==> src/rtl/my_multdiv_pkg.sv <==
// Shared definitions for the iterative multiply/divide unit: FSM encoding,
// iteration count and small two's-complement helpers.
package my_multdiv_pkg;

  localparam int ITERATIONS = 32;
  localparam int CNT_W      = 6;

  // Counter value seen during the final iteration (edge 32 sees 31).
  localparam logic [CNT_W-1:0] LAST_ITER = 6'(ITERATIONS - 1);

  typedef enum logic [1:0] {
    ST_IDLE = 2'b00,
    ST_MUL  = 2'b01,
    ST_DIV  = 2'b10,
    ST_DONE = 2'b11
  } state_t;

  function automatic logic [31:0] neg32(input logic [31:0] x);
    return ~x + 32'd1;
  endfunction

  function automatic logic [63:0] neg64(input logic [63:0] x);
    return ~x + 64'd1;
  endfunction

  // Magnitude of a signed word; 0x80000000 maps to 2^31 read as unsigned.
  function automatic logic [31:0] abs32(input logic [31:0] x);
    return x[31] ? neg32(x) : x;
  endfunction

endpackage

==> src/rtl/my_multdiv_counter.sv <==
// 6-bit iteration counter with synchronous clear; done flags 32 iterations.
module multdiv_counter
  import my_multdiv_pkg::*;
(
  input  logic             clock,
  input  logic             reset_n,
  input  logic             clear,
  input  logic             enable,
  output logic [CNT_W-1:0] count,
  output logic             done
);

  logic [CNT_W-1:0] count_r;

  // Count iterations; a clear (new start) takes priority over counting
  always_ff @(posedge clock or negedge reset_n) begin
    if (!reset_n) begin
      count_r <= 6'd0;
    end else if (clear) begin
      count_r <= 6'd0;
    end else if (enable) begin
      count_r <= count_r + 6'd1;
    end else begin
      count_r <= count_r;
    end
  end

  assign count = count_r;
  assign done  = (count_r == 6'(ITERATIONS));

endmodule

==> src/rtl/two_level_carry_lookahead.sv <==
// Two-level carry-lookahead adder: 4-bit groups with bit-level lookahead
// inside each group and group generate/propagate at the second level.
// WIDTH must be a multiple of 4.
module two_level_carry_lookahead #(
  parameter int WIDTH = 32
) (
  input  logic [WIDTH-1:0] a,
  input  logic [WIDTH-1:0] b,
  input  logic             cin,
  output logic [WIDTH-1:0] sum,
  output logic             cout
);

  localparam int NG = WIDTH / 4;

  logic [WIDTH-1:0] g_s;
  logic [WIDTH-1:0] p_s;
  logic [WIDTH-1:0] c_s;
  logic [NG-1:0]    gg_s;
  logic [NG-1:0]    gp_s;
  logic [NG:0]      gc_s;

  assign g_s = a & b;
  assign p_s = a ^ b;

  // First level: group generate and propagate from the bit terms
  always_comb begin
    gg_s = {NG{1'b0}};
    gp_s = {NG{1'b0}};
    for (int k = 0; k < NG; k++) begin
      gp_s[k] = &p_s[4*k +: 4];
      gg_s[k] = g_s[4*k+3]
              | (p_s[4*k+3] & g_s[4*k+2])
              | (p_s[4*k+3] & p_s[4*k+2] & g_s[4*k+1])
              | (p_s[4*k+3] & p_s[4*k+2] & p_s[4*k+1] & g_s[4*k]);
    end
  end

  // Second level: carry into each group from group terms
  always_comb begin
    gc_s = {(NG+1){1'b0}};
    gc_s[0] = cin;
    for (int k = 0; k < NG; k++) begin
      gc_s[k+1] = gg_s[k] | (gp_s[k] & gc_s[k]);
    end
  end

  // Bit carries inside each group from the group carry-in
  always_comb begin
    c_s = {WIDTH{1'b0}};
    for (int k = 0; k < NG; k++) begin
      c_s[4*k]   = gc_s[k];
      c_s[4*k+1] = g_s[4*k] | (p_s[4*k] & gc_s[k]);
      c_s[4*k+2] = g_s[4*k+1] | (p_s[4*k+1] & g_s[4*k])
                 | (p_s[4*k+1] & p_s[4*k] & gc_s[k]);
      c_s[4*k+3] = g_s[4*k+2] | (p_s[4*k+2] & g_s[4*k+1])
                 | (p_s[4*k+2] & p_s[4*k+1] & g_s[4*k])
                 | (p_s[4*k+2] & p_s[4*k+1] & p_s[4*k] & gc_s[k]);
    end
  end

  assign sum  = p_s ^ c_s;
  assign cout = gc_s[NG];

endmodule

==> src/rtl/my_multdiv.sv <==
// Iterative signed multiply (shift-add on magnitudes) and restoring divide,
// one iteration per clock, 32 iterations, single-cycle result-ready pulse.
module my_multdiv
  import my_multdiv_pkg::*;
(
  input  logic        clock,
  input  logic        reset_n,
  input  logic [31:0] data_operandA,
  input  logic [31:0] data_operandB,
  input  logic        ctrl_MULT,
  input  logic        ctrl_DIV,
  output logic [31:0] data_result,
  output logic        data_exception,
  output logic        data_resultRDY
);

  state_t state_r;
  state_t state_nxt_s;

  logic             start_s;
  logic             busy_s;
  logic             last_iter_s;
  logic [CNT_W-1:0] count_s;
  logic             done_s;

  // hi: product high half / partial remainder; lo: multiplier / quotient
  logic [31:0] hi_r;
  logic [31:0] lo_r;
  logic [31:0] addend_r;
  logic        neg_r;
  logic        div_zero_r;
  logic        div_ovf_r;

  logic [31:0] add_a_s;
  logic [31:0] add_b_s;
  logic        add_cin_s;
  logic [31:0] add_sum_s;
  logic        add_cout_s;
  logic        sub_ok_s;
  logic [31:0] hi_step_s;
  logic [31:0] lo_step_s;

  logic [63:0] prod_s;
  logic [31:0] quo_s;
  logic [31:0] res_nxt_s;
  logic        exc_nxt_s;
  logic        rdy_nxt_s;

  assign start_s     = ctrl_MULT | ctrl_DIV;
  assign busy_s      = (state_r == ST_MUL) || (state_r == ST_DIV);
  assign last_iter_s = busy_s && (count_s == LAST_ITER);

  multdiv_counter u_counter (
    .clock   (clock),
    .reset_n (reset_n),
    .clear   (start_s),
    .enable  (busy_s & ~done_s),
    .count   (count_s),
    .done    (done_s)
  );

  two_level_carry_lookahead #(.WIDTH(32)) u_adder (
    .a    (add_a_s),
    .b    (add_b_s),
    .cin  (add_cin_s),
    .sum  (add_sum_s),
    .cout (add_cout_s)
  );

  // FSM state register
  always_ff @(posedge clock or negedge reset_n) begin
    if (!reset_n) begin
      state_r <= ST_IDLE;
    end else begin
      state_r <= state_nxt_s;
    end
  end

  // FSM next state: any start restarts; ctrl_MULT wins when both are high
  always_comb begin
    state_nxt_s = ST_IDLE;
    if (ctrl_MULT) begin
      state_nxt_s = ST_MUL;
    end else if (ctrl_DIV) begin
      state_nxt_s = ST_DIV;
    end else begin
      case (state_r)
        ST_IDLE: state_nxt_s = ST_IDLE;
        ST_MUL:  state_nxt_s = last_iter_s ? ST_DONE : ST_MUL;
        ST_DIV:  state_nxt_s = last_iter_s ? ST_DONE : ST_DIV;
        ST_DONE: state_nxt_s = ST_IDLE;
        default: state_nxt_s = ST_IDLE;
      endcase
    end
  end

  // Adder operands: trial subtract of the divisor, or conditional add of the multiplicand
  always_comb begin
    add_a_s   = 32'd0;
    add_b_s   = 32'd0;
    add_cin_s = 1'b0;
    if (state_r == ST_DIV) begin
      add_a_s   = {hi_r[30:0], lo_r[31]};
      add_b_s   = ~addend_r;
      add_cin_s = 1'b1;
    end else begin
      add_a_s   = hi_r;
      add_b_s   = lo_r[0] ? addend_r : 32'd0;
      add_cin_s = 1'b0;
    end
  end

  // One iteration: restore-or-keep for divide, add-then-shift-right for multiply
  always_comb begin
    sub_ok_s  = 1'b0;
    hi_step_s = hi_r;
    lo_step_s = lo_r;
    if (state_r == ST_DIV) begin
      // The shifted remainder's bit 32 (hi_r[31]) set means it exceeds any divisor
      sub_ok_s  = hi_r[31] | add_cout_s;
      hi_step_s = sub_ok_s ? add_sum_s : {hi_r[30:0], lo_r[31]};
      lo_step_s = {lo_r[30:0], sub_ok_s};
    end else begin
      sub_ok_s  = 1'b0;
      hi_step_s = {add_cout_s, add_sum_s[31:1]};
      lo_step_s = {add_sum_s[0], lo_r[31:1]};
    end
  end

  // Operand capture on a start, then one iteration per cycle while busy
  always_ff @(posedge clock or negedge reset_n) begin
    if (!reset_n) begin
      hi_r       <= 32'd0;
      lo_r       <= 32'd0;
      addend_r   <= 32'd0;
      neg_r      <= 1'b0;
      div_zero_r <= 1'b0;
      div_ovf_r  <= 1'b0;
    end else if (start_s) begin
      hi_r       <= 32'd0;
      neg_r      <= data_operandA[31] ^ data_operandB[31];
      div_zero_r <= (data_operandB == 32'd0);
      div_ovf_r  <= (data_operandA == 32'h8000_0000) && (data_operandB == 32'hFFFF_FFFF);
      if (ctrl_MULT) begin
        addend_r <= abs32(data_operandA);
        lo_r     <= abs32(data_operandB);
      end else begin
        addend_r <= abs32(data_operandB);
        lo_r     <= abs32(data_operandA);
      end
    end else if (busy_s) begin
      hi_r       <= hi_step_s;
      lo_r       <= lo_step_s;
      addend_r   <= addend_r;
      neg_r      <= neg_r;
      div_zero_r <= div_zero_r;
      div_ovf_r  <= div_ovf_r;
    end else begin
      hi_r       <= hi_r;
      lo_r       <= lo_r;
      addend_r   <= addend_r;
      neg_r      <= neg_r;
      div_zero_r <= div_zero_r;
      div_ovf_r  <= div_ovf_r;
    end
  end

  // FSM outputs: final sign fix-up and flags, loaded as the last iteration completes
  always_comb begin
    prod_s    = neg_r ? neg64({hi_step_s, lo_step_s}) : {hi_step_s, lo_step_s};
    quo_s     = neg_r ? neg32(lo_step_s) : lo_step_s;
    res_nxt_s = data_result;
    exc_nxt_s = data_exception;
    rdy_nxt_s = 1'b0;
    if (state_nxt_s == ST_DONE) begin
      rdy_nxt_s = 1'b1;
      if (state_r == ST_MUL) begin
        res_nxt_s = prod_s[31:0];
        exc_nxt_s = ~((&prod_s[63:31]) | ~(|prod_s[63:31]));
      end else if (div_zero_r) begin
        res_nxt_s = 32'd0;
        exc_nxt_s = 1'b1;
      end else begin
        res_nxt_s = quo_s;
        exc_nxt_s = div_ovf_r;
      end
    end else begin
      rdy_nxt_s = 1'b0;
    end
  end

  // Registered outputs; result and flag hold until the next completion
  always_ff @(posedge clock or negedge reset_n) begin
    if (!reset_n) begin
      data_result    <= 32'd0;
      data_exception <= 1'b0;
      data_resultRDY <= 1'b0;
    end else begin
      data_result    <= res_nxt_s;
      data_exception <= exc_nxt_s;
      data_resultRDY <= rdy_nxt_s;
    end
  end

endmodule
==> config.mk <==
export PLATFORM = sky130hd
export DESIGN_NAME = my_multdiv
export DESIGN_NICKNAME = d
export VERILOG_FILES = /design/src/rtl/my_multdiv_pkg.sv /design/src/rtl/my_multdiv_counter.sv /design/src/rtl/two_level_carry_lookahead.sv /design/src/rtl/my_multdiv.sv
export SDC_FILE = /design/constraint.sdc
export NUM_CORES = 1
export LEC_CHECK = 0
export BUFFER_PORTS_ARGS = -buffer_cell sky130_fd_sc_hd__clkbuf_2
export CELL_PAD_IN_SITES_DETAIL_PLACEMENT = 2
export CELL_PAD_IN_SITES_GLOBAL_PLACEMENT = 2
export CORE_UTILIZATION = 29
export CTS_CLUSTER_DIAMETER = 60
export DETAILED_ROUTE_END_ITERATION = 8
export HOLD_SLACK_MARGIN = 0.1
export MAX_ROUTING_LAYER = met4
export PLACE_DENSITY_LB_ADDON = 0.1
export SLEW_MARGIN = 5
export SYNTH_ARGS = -nofsm -noshare
export SYNTH_HDL_FRONTEND = slang
export SYNTH_HIERARCHICAL = 1
export SYNTH_SLANG_ARGS = --single-unit
==> constraint.sdc <==
create_clock -name clock -period 8.55 [get_ports clock]
set_clock_uncertainty 0.05 [all_clocks]
set_input_delay 1.71 -clock clock [delete_from_list [all_inputs] [get_ports clock]]
set_output_delay 1.71 -clock clock [all_outputs]
set_load 0.01 [all_outputs]
==> flow_summary.toml <==
[outcome]
outcome = "finished, final reports clean"

[power]
switching_share = 0.418
combPwrFrac = 0.408
pwr-share-seq = 0.303
vdd_drop_max_uv = 169
intPower_mw = 1.54
p_switching_mw = 1.11
leakagePower_nw = 6.15
p_total_mw = 2.65
p_per_area_nw_per_um2 = 176
power.share.clock = 0.289

[sta]
rsz0062_at_grt = "no"
worst_slew_pin_slew_ns = 1.28
maxSlewViolCount = 0
finalCriticalPeriod_ns = 8.01
max_freq_mhz = 125
slew_headroom = 0.133
hold_viol = 0
fin_ws_ns = 0.541
finalSetupTns_ns = 0
fin_crit_sh = 0.937
finalSetupViolCount = 0

[drt]
routed_via_density = 5.68
vias = 13159
drcViolationCount = 0
first_pass_iters = 5
post_drt_wl_per_cell_um = 24.1
drt_wl_total_mm = 55.7
drt_iter0_drc = 734
final_antenna_net_count = 0

[job]
cap_viol_max_count = 0

[worst_setup_path]
crit_path_end_kind = "register"
worstPathMaxFanout = 39
crit_path_start_kind = "register"
crit_type = "register to register"
cp.arrival_ns = 8.31
cp_data_required_time_ns = 8.85

[synthesis]
synthFlopType = "dfrtp_1"
synth_xor_area_frac = 0.0847
synthCells = 1656
synthMuxAreaShare = 0.0907
synth_adder_area_share = 0.0514
synthArstFlopShare = 1.00
synth_edf_count = 0
yosys.area_share.simple = 0.230
synth-compound-area-share = 0.235
synth_top_family_by_area = "compound AO/OA/AOI/OAI gates"
synth_area_sq_um = 13300
syn-num-nets = 1774
ys_seq_area_frac = 0.265
ys_ff_latch = 141
synth.avg_cell_area_sq_um = 8.05
yosysWarningCount = 6
synth_cell_types = 93

[cells_and_area]
nets = 1825
fin_cells = 2318
stdcell_area_sq_um = 15000
drive_gt1_frac = 0.180
num_antenna_cells = 0
fillers = 5224
syn_to_final_growth_pct = 12.7

[clock_network]
clock_path_buffers = 2
cts_buffers = 17
clk_latency_ns = 0.49
path_clk_slew_ns = 0.07
cts_htree_levels = 4
clockRootBuffer = "clkbuf_16"
cts.sinks = 141
ctsHoldBuffers = 0
cts_tree = "done"

[grt]
grt_util_met2 = 0.356
grt_max_degree = 81
globalRouteTotalUtil = 0.249
met1_usage = 0.357
antenna_found_initial = 2
grt_pass1_vias = 13348
grt_remaining_overflow = 0
busiest_layer = "met1"
grt_pass1_wl_mm = 85.3
grt_use_met3 = 0.0442

[placed_design]
numPortBuffers = 101
pre_cts_ws_ns = 0.181
placed_area_sq_um = 14400
place_congestion = 0.876
numPlacedInstances = 2285
dp_hpwl_mm = 43.7

[die]
die_h_um = 216
ios = 102
rows = 78
coreArea_sq_um = 45400
initial_core_util = 0.294
dieWidth_um = 216
die_area_sq_um = 46900

[min_path]
hold_path_class = "register to register"
==> logic make-up after synthesis <==
| kind of cell | Yosys count |
|---|---|
| fa+ha+maj | 50 |
| simple gates | 594 |
| mux | 113 |
| flops | 141 |
| xor+xnor | 129 |
| compound gates | 486 |
| buf+inv | 143 |
==> per-layer routing <==
| layer | share of wire | routed length, um | vias to the layer above |
|---|---|---|---|
| li1 | - | - | 6165 |
| met1 | 0.51 | 28600 | 6718 |
| met2 | 0.43 | 24000 | 235 |
| met3 | 0.041 | 2280 | 41 |
| met4 | 0.017 | 929 | 0 |
| met5 | 0 | 0 | - |
==> worst max-delay path: stages, from the launching register on <==
cell,delay (ns)
dfrtp_1,0.40
inv_1,0.14
ha_4,0.46
buf_4,0.39
mux2_2,0.38
ha_1,0.37
and4_2,0.25
a221oi_2,0.26
o2bb2ai_1,0.12
a311oi_2,0.34
o31ai_1,0.19
a21oi_1,0.35
o21ai_4,0.12
o21ai_0,0.49
and2_1,0.28
ha_1,0.21
nor4b_4,0.23
nor2_1,0.11
or4_1,0.66
nand4b_1,0.23
buf_4,0.20
nor4_1,0.51
nand4_1,0.17
and3_1,0.20
a2111o_1,0.42
o31ai_1,0.25
a31oi_1,0.07
==> synth_stat cells, drive strengths merged, types with 28 or more instances <==
library cell | instances | share of area
nor2 | 173 | 0.049
o21ai | 167 | 0.063
nand2 | 164 | 0.046
dfrtp | 141 | 0.26
a21oi | 104 | 0.039
clkbuf | 81 | 0.023
xnor2 | 70 | 0.046
mux2 | 63 | 0.053
xor2 | 59 | 0.039
mux2i | 50 | 0.038
ha | 42 | 0.039
nor3 | 42 | 0.016
a31oi | 34 | 0.018
inv | 31 | 0.0087
nand3 | 30 | 0.011
o211ai | 30 | 0.017
buf | 28 | 0.012
or3b | 28 | 0.018
==> per-stage QoR <==
step                utilization  hold WS, ns
floorplan                     -        0.401
global placement          0.318        0.414
detailed placement        0.318        0.424
CTS                       0.331        0.438
global route              0.331        0.452
finish                    0.331        0.431
==> flip-flops by register name, summed over array words and instances (netlist names) <==
| signal | cells |
|---|---|
| addend_r | 32 |
| data_result | 32 |
| hi_r | 32 |
| lo_r | 32 |
| u_counter/count | 6 |
| state_r | 2 |
| data_exception | 1 |
| data_resultRDY | 1 |
| div_ovf_r | 1 |
| div_zero_r | 1 |
| neg_r | 1 |
==> cell usage in the layout (no fill, tap or decap), drive strengths merged, types with 5 or more instances in the layout <==
cell type and instances:
nor2 173, o21ai 167, nand2 164, dfrtp 141, clkbuf 121, a21oi 104, xnor2 70, mux2 63
xor2 59, mux2i 50, ha 42, nor3 42, buf 41, a31oi 34, inv 33, nand3 30
o211ai 30, or3b 28, nor4 25, nand4 24, o31ai 23, a22o 19, nand2b 18, a31o 17
a21o 16, or3 16, or4 12, nor3b 12, o41ai 11, nor2b 8, fa 8, clkinv 7
nor4b 7, o21a 6, and2 6, and4 5
==> final timing paths <==
kind	end	slack (ns)	start	cells after the start
worst max-delay path	data_exception	0.54	state_r[0]	26
worst min-delay path	data_result[30]	0.43	data_result[30]	2
worst max register to register	data_exception	0.54	state_r[0]	26
worst min register to register	data_result[30]	0.43	data_result[30]	2
max in group asynchronous	neg_r	5.71	reset_n	2
min in group asynchronous	data_result[9]	1.23	reset_n	1
==> area by class of cell <==
type | count | area [sq um] | share of cell area
Sequential cell | 141 | 3530 | 0.235
Clock buffer | 21 | 450 | 0.0300
Clock inverter | 9 | 113 | 0.00749
Multi-Input combinational cell | 1372 | 9250 | 0.615
Tap cell | 600 | 751 | 0.0499
Inverter | 34 | 128 | 0.00849
Timing Repair Buffer | 141 | 812 | 0.0540
==> power groups by stage <==
stage                     sequential (mW)  clock [mW]  combinational, mW
after floorplan                     0.767           0              0.702
after global placement              0.814           0               1.05
after detailed placement            0.815           0               1.07
after CTS                           0.803       0.789               1.08
after global routing                0.810       0.812               1.18
final                               0.803       0.764               1.08
==> repair_timing <==
item,in CTS,in global routing
gates resized for setup,0,1
setup endpoints to repair,0,1
setup buffers,0,3
(Power assumes the default switching activity.)
